$ cat config.mk
export PLATFORM = sky130hd
export DESIGN_NAME = pool_window_buffer
export DESIGN_NICKNAME = d
export VERILOG_FILES = /design/src/rtl/pool_window_buffer_pkg.sv /design/src/rtl/pool_window_buffer_tap_delay_line.sv /design/src/rtl/pool_window_buffer.sv
export SDC_FILE = /design/constraint.sdc
export NUM_CORES = 1
export LEC_CHECK = 0
export BUFFER_PORTS_ARGS = -buffer_cell sky130_fd_sc_hd__clkbuf_2
export CAP_MARGIN = 10
export CORE_UTILIZATION = 30
export CTS_CLUSTER_SIZE = 40
export DETAILED_ROUTE_END_ITERATION = 16
export PLACE_DENSITY = 0.48
export RECOVER_POWER = 50
export SYNTH_ARGS = -nofsm -noshare
export SYNTH_HDL_FRONTEND = slang
export SYNTH_SLANG_ARGS = --single-unit
$ cat constraint.sdc
create_clock -name clk -period 4.2 [get_ports clk]
set_clock_uncertainty 0.2 [all_clocks]
set_input_delay 0.21 -clock clk [delete_from_list [all_inputs] [get_ports clk]]
set_output_delay 0.21 -clock clk [all_outputs]
set_load 0.02 [all_outputs]
$ cat src/rtl/pool_window_buffer_pkg.sv
// Shared definitions for the 2x2 pooling window former and the pooling stage:
// FSM encodings and the derived-size formulas both sides must agree on.
package pool_window_buffer_pkg;

  typedef enum logic [1:0] {
    POOL_WIN_IDLE   = 2'd0,
    POOL_WIN_STREAM = 2'd1,
    POOL_WIN_DONE   = 2'd2
  } pool_win_state_e;

  // Output map side length for a stride-2 window.
  function automatic int ifm_size_next(input int ifm_size, input int kernal_size);
    return (ifm_size - kernal_size) / 2 + 1;
  endfunction

  // Line-buffer depth: one full row plus the window width.
  function automatic int fifo_size(input int ifm_size, input int kernal_size);
    return (kernal_size - 1) * ifm_size + kernal_size;
  endfunction

  // Width of an index that can count to v-1, never narrower than one bit.
  function automatic int clog2_min1(input int v);
    return (v <= 1) ? 1 : $clog2(v);
  endfunction

endpackage

$ cat src/rtl/pool_window_buffer_tap_delay_line.sv
// Enable-gated shift register exposing every stage; tap 0 holds the newest
// word. Synchronous active-low clear.
module tap_delay_line #(
  parameter int DATA_WIDTH = 32,
  parameter int DEPTH      = 4
) (
  input  logic                             clk,
  input  logic                             rst_n,
  input  logic                             en_i,
  input  logic [DATA_WIDTH-1:0]            data_i,
  output logic [DEPTH-1:0][DATA_WIDTH-1:0] taps_o
);

  logic [DEPTH-1:0][DATA_WIDTH-1:0] taps_q, taps_d;

  // NOTE: every variable driven from always_comb gets a default first, so no
  // path leaves it unassigned and no latch is inferred.
  always_comb begin
    taps_d = taps_q;
    if (en_i) begin
      taps_d[0] = data_i;
      for (int i = 1; i < DEPTH; i++) begin
        taps_d[i] = taps_q[i-1];
      end
    end
  end

  // NOTE: the storage is cleared on reset on purpose -- downstream must see
  // zeros, never stale pixels from before the reset, in every tap.
  // NOTE: sequential state uses non-blocking assignments only, so every flop
  // samples the pre-edge values regardless of process ordering.
  always_ff @(posedge clk) begin
    if (!rst_n) begin
      taps_q <= '0;
    end else begin
      taps_q <= taps_d;
    end
  end

  assign taps_o = taps_q;

endmodule

$ cat src/rtl/pool_window_buffer.sv
// Streaming 2x2 stride-2 window former feeding the average-pooling adders.
// Raster-order pixels in, four window pixels plus address/map index out.
module pool_window_buffer
  import pool_window_buffer_pkg::*;
#(
  parameter int DATA_WIDTH            = 32,
  parameter int IFM_SIZE              = 14,
  parameter int IFM_DEPTH             = 3,
  parameter int KERNAL_SIZE           = 2,
  parameter int NUMBER_OF_IFM         = IFM_DEPTH,
  parameter int IFM_SIZE_NEXT         = ifm_size_next(IFM_SIZE, KERNAL_SIZE),
  parameter int ADDRESS_SIZE_NEXT_IFM = clog2_min1(IFM_SIZE_NEXT * IFM_SIZE_NEXT),
  parameter int FIFO_SIZE             = fifo_size(IFM_SIZE, KERNAL_SIZE)
) (
  input  logic                                  clk,
  input  logic                                  reset,
  input  logic                                  data_valid,
  input  logic [DATA_WIDTH-1:0]                 data_in,
  output logic                                  pool_enable,
  output logic [DATA_WIDTH-1:0]                 pool_data_out_1,
  output logic [DATA_WIDTH-1:0]                 pool_data_out_2,
  output logic [DATA_WIDTH-1:0]                 pool_data_out_3,
  output logic [DATA_WIDTH-1:0]                 pool_data_out_4,
  output logic [ADDRESS_SIZE_NEXT_IFM-1:0]      out_addr,
  output logic [clog2_min1(IFM_DEPTH)-1:0]      ifm_index,
  output logic                                  frame_done
);

  localparam int CNT_W  = clog2_min1(IFM_SIZE);
  localparam int MAP_W  = clog2_min1(NUMBER_OF_IFM);
  localparam int IDX_W  = clog2_min1(IFM_DEPTH);
  localparam int ADDR_W = ADDRESS_SIZE_NEXT_IFM;

  localparam logic [CNT_W-1:0]  CNT_LAST   = CNT_W'(IFM_SIZE - 1);
  localparam logic [MAP_W-1:0]  MAP_LAST   = MAP_W'(NUMBER_OF_IFM - 1);
  localparam logic [CNT_W:0]    WIN_LIMIT  = (CNT_W + 1)'(2 * IFM_SIZE_NEXT);
  localparam logic [ADDR_W-1:0] NEXT_WIDTH = ADDR_W'(IFM_SIZE_NEXT);

  generate
    if (KERNAL_SIZE != 2) begin : g_bad_kernel
      $error("pool_window_buffer supports only KERNAL_SIZE == 2");
    end
    if (IFM_SIZE < 2) begin : g_bad_size
      $error("pool_window_buffer requires IFM_SIZE >= 2");
    end
  endgenerate

  // Line buffer; taps_q[k] holds the pixel accepted k+1 valid cycles ago.
  logic [FIFO_SIZE-1:0][DATA_WIDTH-1:0] taps;
  logic                                 unused_taps;

  tap_delay_line #(
    .DATA_WIDTH (DATA_WIDTH),
    .DEPTH      (FIFO_SIZE)
  ) u_line (
    .clk    (clk),
    .rst_n  (reset),
    .en_i   (data_valid),
    .data_i (data_in),
    .taps_o (taps)
  );

  assign unused_taps = ^taps;

  pool_win_state_e state_q, state_d;
  logic [CNT_W-1:0] col_q, col_d;
  logic [CNT_W-1:0] row_q, row_d;
  logic [MAP_W-1:0] map_q, map_d;

  logic                  pool_enable_q, pool_enable_d;
  logic [DATA_WIDTH-1:0] win1_q, win1_d, win2_q, win2_d;
  logic [DATA_WIDTH-1:0] win3_q, win3_d, win4_q, win4_d;
  logic [ADDR_W-1:0]     addr_q, addr_d;
  logic [IDX_W-1:0]      index_q, index_d;

  logic col_last, row_last, map_last, frame_last, fire;

  assign col_last   = (col_q == CNT_LAST);
  assign row_last   = (row_q == CNT_LAST);
  assign map_last   = (map_q == MAP_LAST);
  assign frame_last = data_valid & col_last & row_last & map_last;

  // Odd row and odd column mark the bottom-right corner of a stride-2 window;
  // the limits drop the trailing row/column of odd-sized maps.
  assign fire = data_valid & row_q[0] & col_q[0]
              & ({1'b0, row_q} < WIN_LIMIT)
              & ({1'b0, col_q} < WIN_LIMIT);

  always_comb begin
    col_d = col_q;
    row_d = row_q;
    map_d = map_q;
    if (data_valid) begin
      if (col_last) begin
        col_d = '0;
        if (row_last) begin
          row_d = '0;
          map_d = map_last ? '0 : map_q + 1'b1;
        end else begin
          row_d = row_q + 1'b1;
        end
      end else begin
        col_d = col_q + 1'b1;
      end
    end
  end

  always_comb begin
    pool_enable_d = fire;
    win1_d        = win1_q;
    win2_d        = win2_q;
    win3_d        = win3_q;
    win4_d        = win4_q;
    addr_d        = addr_q;
    index_d       = index_q;
    if (fire) begin
      win1_d  = taps[IFM_SIZE];
      win2_d  = taps[IFM_SIZE-1];
      win3_d  = taps[0];
      win4_d  = data_in;
      addr_d  = ADDR_W'(row_q >> 1) * NEXT_WIDTH + ADDR_W'(col_q >> 1);
      index_d = IDX_W'(map_q);
    end
  end

  // Frame FSM: the counters run on their own; the FSM only frames them.
  always_comb begin
    state_d    = state_q;
    frame_done = 1'b0;
    case (state_q)
      POOL_WIN_IDLE: begin
        if (data_valid) state_d = POOL_WIN_STREAM;
      end
      POOL_WIN_STREAM: begin
        if (frame_last) state_d = POOL_WIN_DONE;
      end
      POOL_WIN_DONE: begin
        frame_done = 1'b1;
        state_d    = data_valid ? POOL_WIN_STREAM : POOL_WIN_IDLE;
      end
      default: state_d = POOL_WIN_IDLE;
    endcase
  end

  always_ff @(posedge clk) begin
    if (!reset) begin
      state_q       <= POOL_WIN_IDLE;
      col_q         <= '0;
      row_q         <= '0;
      map_q         <= '0;
      pool_enable_q <= 1'b0;
      win1_q        <= '0;
      win2_q        <= '0;
      win3_q        <= '0;
      win4_q        <= '0;
      addr_q        <= '0;
      index_q       <= '0;
    end else begin
      state_q       <= state_d;
      col_q         <= col_d;
      row_q         <= row_d;
      map_q         <= map_d;
      pool_enable_q <= pool_enable_d;
      win1_q        <= win1_d;
      win2_q        <= win2_d;
      win3_q        <= win3_d;
      win4_q        <= win4_d;
      addr_q        <= addr_d;
      index_q       <= index_d;
    end
  end

  assign pool_enable     = pool_enable_q;
  assign pool_data_out_1 = win1_q;
  assign pool_data_out_2 = win2_q;
  assign pool_data_out_3 = win3_q;
  assign pool_data_out_4 = win4_q;
  assign out_addr        = addr_q;
  assign ifm_index       = index_q;

endmodule

== Word-level counts from Yosys, hierarchy flattened ==
Cells that the tools add are included.
Word-level totals
  bits in registers: 629
  word-level logic and storage cells: 59
  input bits: 35
Operators by class
  $mul: 1
  $add $sub $neg: 4
  order comparisons: 2
  reductions and logical operators: 4
  bitwise logic cells: 7
  multiplexer cells: 8
  eq/ne operators: 7
Operator list (number)
  $add A4 B1 Y4 const B: 2
  $eq A4 B4 Y1 const B: 2
  $lt A4 B4 Y1 const B: 2
  $mux W4: 2
  $and A1 B1 Y1: 7
  $add A6 B3 Y6: 1
  $mul A3 B3 Y6 const B: 1
  $mux W2: 3
  $pmux W2 S3: 1
  $eq A2 B2 Y1 const B: 2
  $ne A2 B2 Y1 const B: 2
  $reduce_and A2 Y1: 2
  $reduce_and A3 Y1: 1
  $add A2 B1 Y2 const B: 1
  $eq A2 B1 Y1 const B: 1
  $logic_not A2 Y1: 1
  $mux W1: 2

== Logic depth before layout (Yosys ltp) ==
  depth after elaboration: 6
  depth in mapped cells: 9
  depth with buffers taken out: 9

== Hierarchy ==
Synthesis repeated with hierarchy kept, for this count alone.
Second synthesis, totals
  cells, all modules: 2333
  area, all modules: 25669.6 sq um
Modules (own cells, without submodules)
  tap_delay_line: area each 19819.0 sq um, instances 1, cells an instance 1650
  pool_window_buffer: area each 5850.6 sq um, instances 1, cells an instance 683

== Worst setup path after synthesis ==
No wires, ideal clock.
  path kind: reg-to-reg
  from: reg row_q[1]
  to: reg addr_q[5], in the netlist out_addr[5]
  data arrival time: 2376 ps
  cell stages (with the launch flop): 9
  setup slack: 1503 ps
  data required time: 3878 ps
  clock period less this slack: 2697 ps
  path buffers: 0
  path through: dfxtp_1 fa_1 inv_1 fa_1 fa_1 nand2b_1 a21oi_1 xnor2_1 o21ai_0
On the way
  cells in the longest elaborated chain, start to end: 3
  elaborated cells between the ends (all ways): 5
  those cells by class: 1 x add/sub; 1 x mul; 1 x order compare; 2 x bitwise
Ends and longest elaborated chain
  from (decl): line pool_window_buffer.sv:67  | logic [CNT_W-1:0] row_q, row_d;
  from (signal assigned): line pool_window_buffer.sv:161  | row_q <= row_d;
  branches (longest 3 deep; another with $mul A3 B3 Y6)
  to (signal assigned): line pool_window_buffer.sv:168  | addr_q <= addr_d;
  to (decl): line pool_window_buffer.sv:73  | logic [ADDR_W-1:0] addr_q, addr_d;
Several ways; the timed one is not identified.
A chain may end at the register's enable or synchronous reset.

== Worst setup path after layout ==
  from: in reset
  to: reg u_line.taps_q (netlist bit u_line.taps_o[168])
RTL lines
  from (decl): line pool_window_buffer.sv:16  | input logic reset,
  to (signal assigned): line pool_window_buffer_tap_delay_line.sv:36  | taps_q <= taps_d;
  to (decl): line pool_window_buffer_tap_delay_line.sv:14  | logic [DEPTH-1:0][DATA_WIDTH-1:0] taps_q, taps_d;
No word-level cell between the ends.

==> insert_results.sql <==
INSERT INTO impl_metrics (metric_group, metric, value, unit) VALUES
('floorplan', 'core_outline_area', '77800', 'um^2'),
('worst_setup_path', 'critical-path-max-stage-delay', '2.09', 'ns'),
('clocking', 'htree_num_levels', '3', ''),
('synth', 'synth_cell_types', '38', ''),
('global_route', 'grt_first_pass_wirelength', '78.1', 'mm'),
('synth', 'synth-async-reset-ratio', '0', '%'),
('worst_setup_path', 'critPathLaunchType', 'input port', ''),
('synth', 'synth.area.top_cells', 'sky130_fd_sc_hd__dfxtp_1 53%, sky130_fd_sc_hd__mux2i_1 20%, sky130_fd_sc_hd__nor2b_1 13%', ''),
('timing', 'timing.final.max_slew_violations', '210', ''),
('global_route', 'first_global_vias', '14487', ''),
('detailed_routing', 'drcViolationCount', '0', ''),
('layout', 'layout.nets', '2420', ''),
('timing', 'fin_ws', '0.904', 'ns'),
('power', 'power-per-cell-area', '452', 'nW/um^2'),
('timing', 'grt_setup_unrepaired', 'no', ''),
('timing', 'max_slew.worst_pin.slew', '3.22', 'ns'),
('place', 'dpl.hpwl', '28.2', 'mm'),
('synth', 'synth_warnings', '0', ''),
('timing', 'hold_viol_final', '0', ''),
('layout', 'final-instance-count-excl-fill', '3464', ''),
('detailed_routing', 'route.vias.total', '14880', ''),
('outcome', 'run_status', 'finished with violations', ''),
('detailed_routing', 'routed_wirelength', '46.9', 'mm'),
('synth', 'synth_area_leader_cell', 'sky130_fd_sc_hd__dfxtp_1', ''),
('synth', 'postSynthCellCount', '2231', ''),
('timing', 'slew_headroom', '-115', '%'),
('clocking', 'clk_tree_root_cell', 'sky130_fd_sc_hd__clkbuf_16', ''),
('detailed_routing', 'ant_nets', '0', ''),
('worst_setup_path', 'crit_path_cell_trace', 'buf_2 -> clkbuf_2 -> nor2b_1', ''),
('floorplan', 'io_pins', '173', ''),
('floorplan', 'rows', '102', ''),
('synth', 'synth.ff_latch_count', '629', ''),
('global_route', 'grt.total_usage', '11.5', '%'),
('flow_run', 'max_cap_viol_count', '1', ''),
('synth', 'post_synthesis_cell_area', '23700', 'um^2'),
('layout', 'finish.utilization', '35.9', '%'),
('clocking', 'clk_transition_reported_paths', '0.05', 'ns'),
('hold_path', 'hold_path.class', 'in -> reg', ''),
('clocking', 'numClockSinks', '629', ''),
('place', 'place_worst_setup_slack', '1.10', 'ns'),
('global_route', 'grt_antenna_before_repair', '0', ''),
('layout', 'layout-area-overhead-vs-synth', '17.7', '%'),
('synth', 'yosys.area.top_type_share', '53.1', '%'),
('hold_path', 'cell_depth_of_the_worst_min_delay_path', '4', ''),
('worst_setup_path', 'worst_r2r_startpoint', 'row_q[2]', ''),
('synth', 'post_synth_edffs', '0', ''),
('clocking', 'clock_tree_buf_depth', '3', ''),
('detailed_routing', 'wl_per_cell', '13.5', 'um'),
('clocking', 'cts_setup_buffers', '0', ''),
('timing', 'final.min_clock_period', '3.30', 'ns'),
('hold_path', 'min_from', 'data_in[6]', ''),
('synth', 'synth_sequential_area_ratio', '53.1', '%'),
('layout', 'post_route_cells_drive_above_1_share', '6.68', '%'),
('synth', 'synth_ff_type', 'sky130_fd_sc_hd__dfxtp_1', ''),
('worst_setup_path', 'setup.worst_path.class', 'in -> reg', ''),
('worst_setup_path', 'timing.critical_path.from', 'reset', ''),
('hold_path', 'hold_end', 'pool_data_out_4[6]', ''),
('worst_setup_path', 'r2r-end', 'pool_data_out_1[11]', ''),
('clocking', 'cts_resized', '0', ''),
('detailed_routing', 'drtPass1Iterations', '4', ''),
('floorplan', 'initial_utilization', '30.5', '%'),
('detailed_routing', 'detail_route.vias_per_cell', '4.30', ''),
('worst_setup_path', 'timing.critical_path.required', '4.53', 'ns'),
('clocking', 'cts_tree', 'done', ''),
('detailed_routing', 'drt-initial-drc-count', '667', ''),
('timing', 'tns', '0', 'ns'),
('worst_setup_path', 'worst_r2r_path_depth', '5', ''),
('clocking', 'holdBufCountCts', '33', ''),
('global_route', 'grt_max_degree', '213', ''),
('outcome', 'failed_checks', 'max-capacitance violations, max-slew violations', ''),
('worst_setup_path', 'timing.critical_path.to_type', 'register', '');
## report_power, final
part | switching [mW] | internal, mW
clock network | 2.51 | 3.58
logic | 0.233 | 0.255
registers | 0.0369 | 6.01
## placed cells by master (no fill, tap or decap), drive strengths merged
cell | Yosys | final
nand2 | 270 | 270
nor2 | 5 | 5
clkinvlp | 0 | 2
clkbuf | 83 | 281
nor3b | 1 | 1
dfxtp | 629 | 629
xnor2 | 1 | 1
fa | 4 | 4
o211a | 1 | 1
a221oi | 1 | 1
o21ai | 5 | 5
and3 | 1 | 1
dlygate4sd3 | 0 | 33
and2 | 3 | 3
buf | 72 | 15
nor4 | 1 | 1
nor2b | 487 | 487
xor2 | 3 | 3
nand4 | 1 | 1
a31o | 1 | 1
clkinv | 0 | 15
a21o | 1 | 1
nor3 | 3 | 3
a221o | 1 | 1
or4 | 1 | 1
inv | 11 | 13
nand3 | 5 | 5
ha | 10 | 10
or3 | 1 | 1
nand3b | 1 | 1
a21oi | 4 | 4
nand2b | 3 | 3
a21boi | 135 | 135
o31ai | 1 | 1
mux2i | 483 | 483
o2111ai | 1 | 1
nor4b | 1 | 1
## cells in the mapped netlist (3+ instances only)
cell type	count
sky130_fd_sc_hd__mux2i_1	483
sky130_fd_sc_hd__a21boi_0	127
sky130_fd_sc_hd__o21ai_0	5
sky130_fd_sc_hd__buf_2	64
sky130_fd_sc_hd__dfxtp_1	629
sky130_fd_sc_hd__fa_1	4
sky130_fd_sc_hd__nor3_1	3
sky130_fd_sc_hd__nand2_1	270
sky130_fd_sc_hd__a21oi_1	4
sky130_fd_sc_hd__ha_1	10
sky130_fd_sc_hd__and2_1	3
sky130_fd_sc_hd__a21boi_1	8
sky130_fd_sc_hd__nor2b_1	487
sky130_fd_sc_hd__nor2_1	5
sky130_fd_sc_hd__nand3_1	4
sky130_fd_sc_hd__xor2_1	3
sky130_fd_sc_hd__inv_1	11
sky130_fd_sc_hd__buf_4	5
sky130_fd_sc_hd__nand2b_1	3
sky130_fd_sc_hd__buf_1	3
sky130_fd_sc_hd__clkbuf_1	83
## worst max-delay path: cells and delay by family
family	cells	cell delay [ns]
simple gates	1	0.22
buf+inv	2	2.95
## per-layer routing
metal  track usage (%)  vias up  share of wire [%]
li1                  -     7692                  -
met1              14.8     6949                 48
met2              18.9      162                 46
met3              2.75       77                3.9
met4              3.84        0                2.1
met5                 0        -                  0
## state kept, by name (all words and copies together), names as in the netlist
register         cells
col_q                4
ifm_index            2
map_q                2
out_addr             6
pool_data_out_1     32
pool_data_out_2     32
pool_data_out_3     32
pool_data_out_4     32
pool_enable          1
row_q                4
state_q              2
u_line.taps_o      480
## worst max-delay path by stage
| stage | end | slack (ns) |
|---|---|---|
| floorplan | out_addr[5] | 1.50 |
| global placement | out_addr[5] | 1.32 |
| detailed placement | pool_data_out_1[11] | 1.10 |
| CTS | pool_data_out_1[11] | 1.11 |
| global route | u_line.taps_o[292] | 0.46 |
| finish | u_line.taps_o[168] | 0.90 |
## stage by stage
step | hold slack, ns | area [um^2]
after global placement | 0.222 | 25400
after floorplan | 0.155 | 23700
after CTS | 0.0516 | 28100
after global routing | 0.186 | 27900
final | 0.204 | 27900
after detailed placement | 0.241 | 25400
## kinds of logic (layout without fill, tap and decap cells)
| kind of cell | Yosys count | after routing | synth area share [%] |
|---|---|---|---|
| adder cells (fa/ha/maj) | 14 | 14 | 0.865 |
| buffers and inverters | 166 | 359 | 3.04 |
| multiplexers | 483 | 483 | 20.4 |
| flip-flops | 629 | 629 | 53.1 |
| AND/OR/NAND/NOR | 784 | 784 | 17.8 |
| AO/OA/AOI/OAI | 151 | 151 | 4.72 |
| XOR/XNOR | 4 | 4 | 0.148 |
## final cells by class
type | count | area (um^2) | area share [%]
inverter | 11 | 41.3 | 0.148
tap | 1040 | 1300 | 4.66
clock inverter | 19 | 186 | 0.668
timing repair buffer | 219 | 1210 | 4.32
multi-input combinational | 1436 | 10400 | 37.4
sequential | 629 | 12600 | 45.1
clock buffer | 110 | 2160 | 7.72
Power figures use the tool's default switching activity.
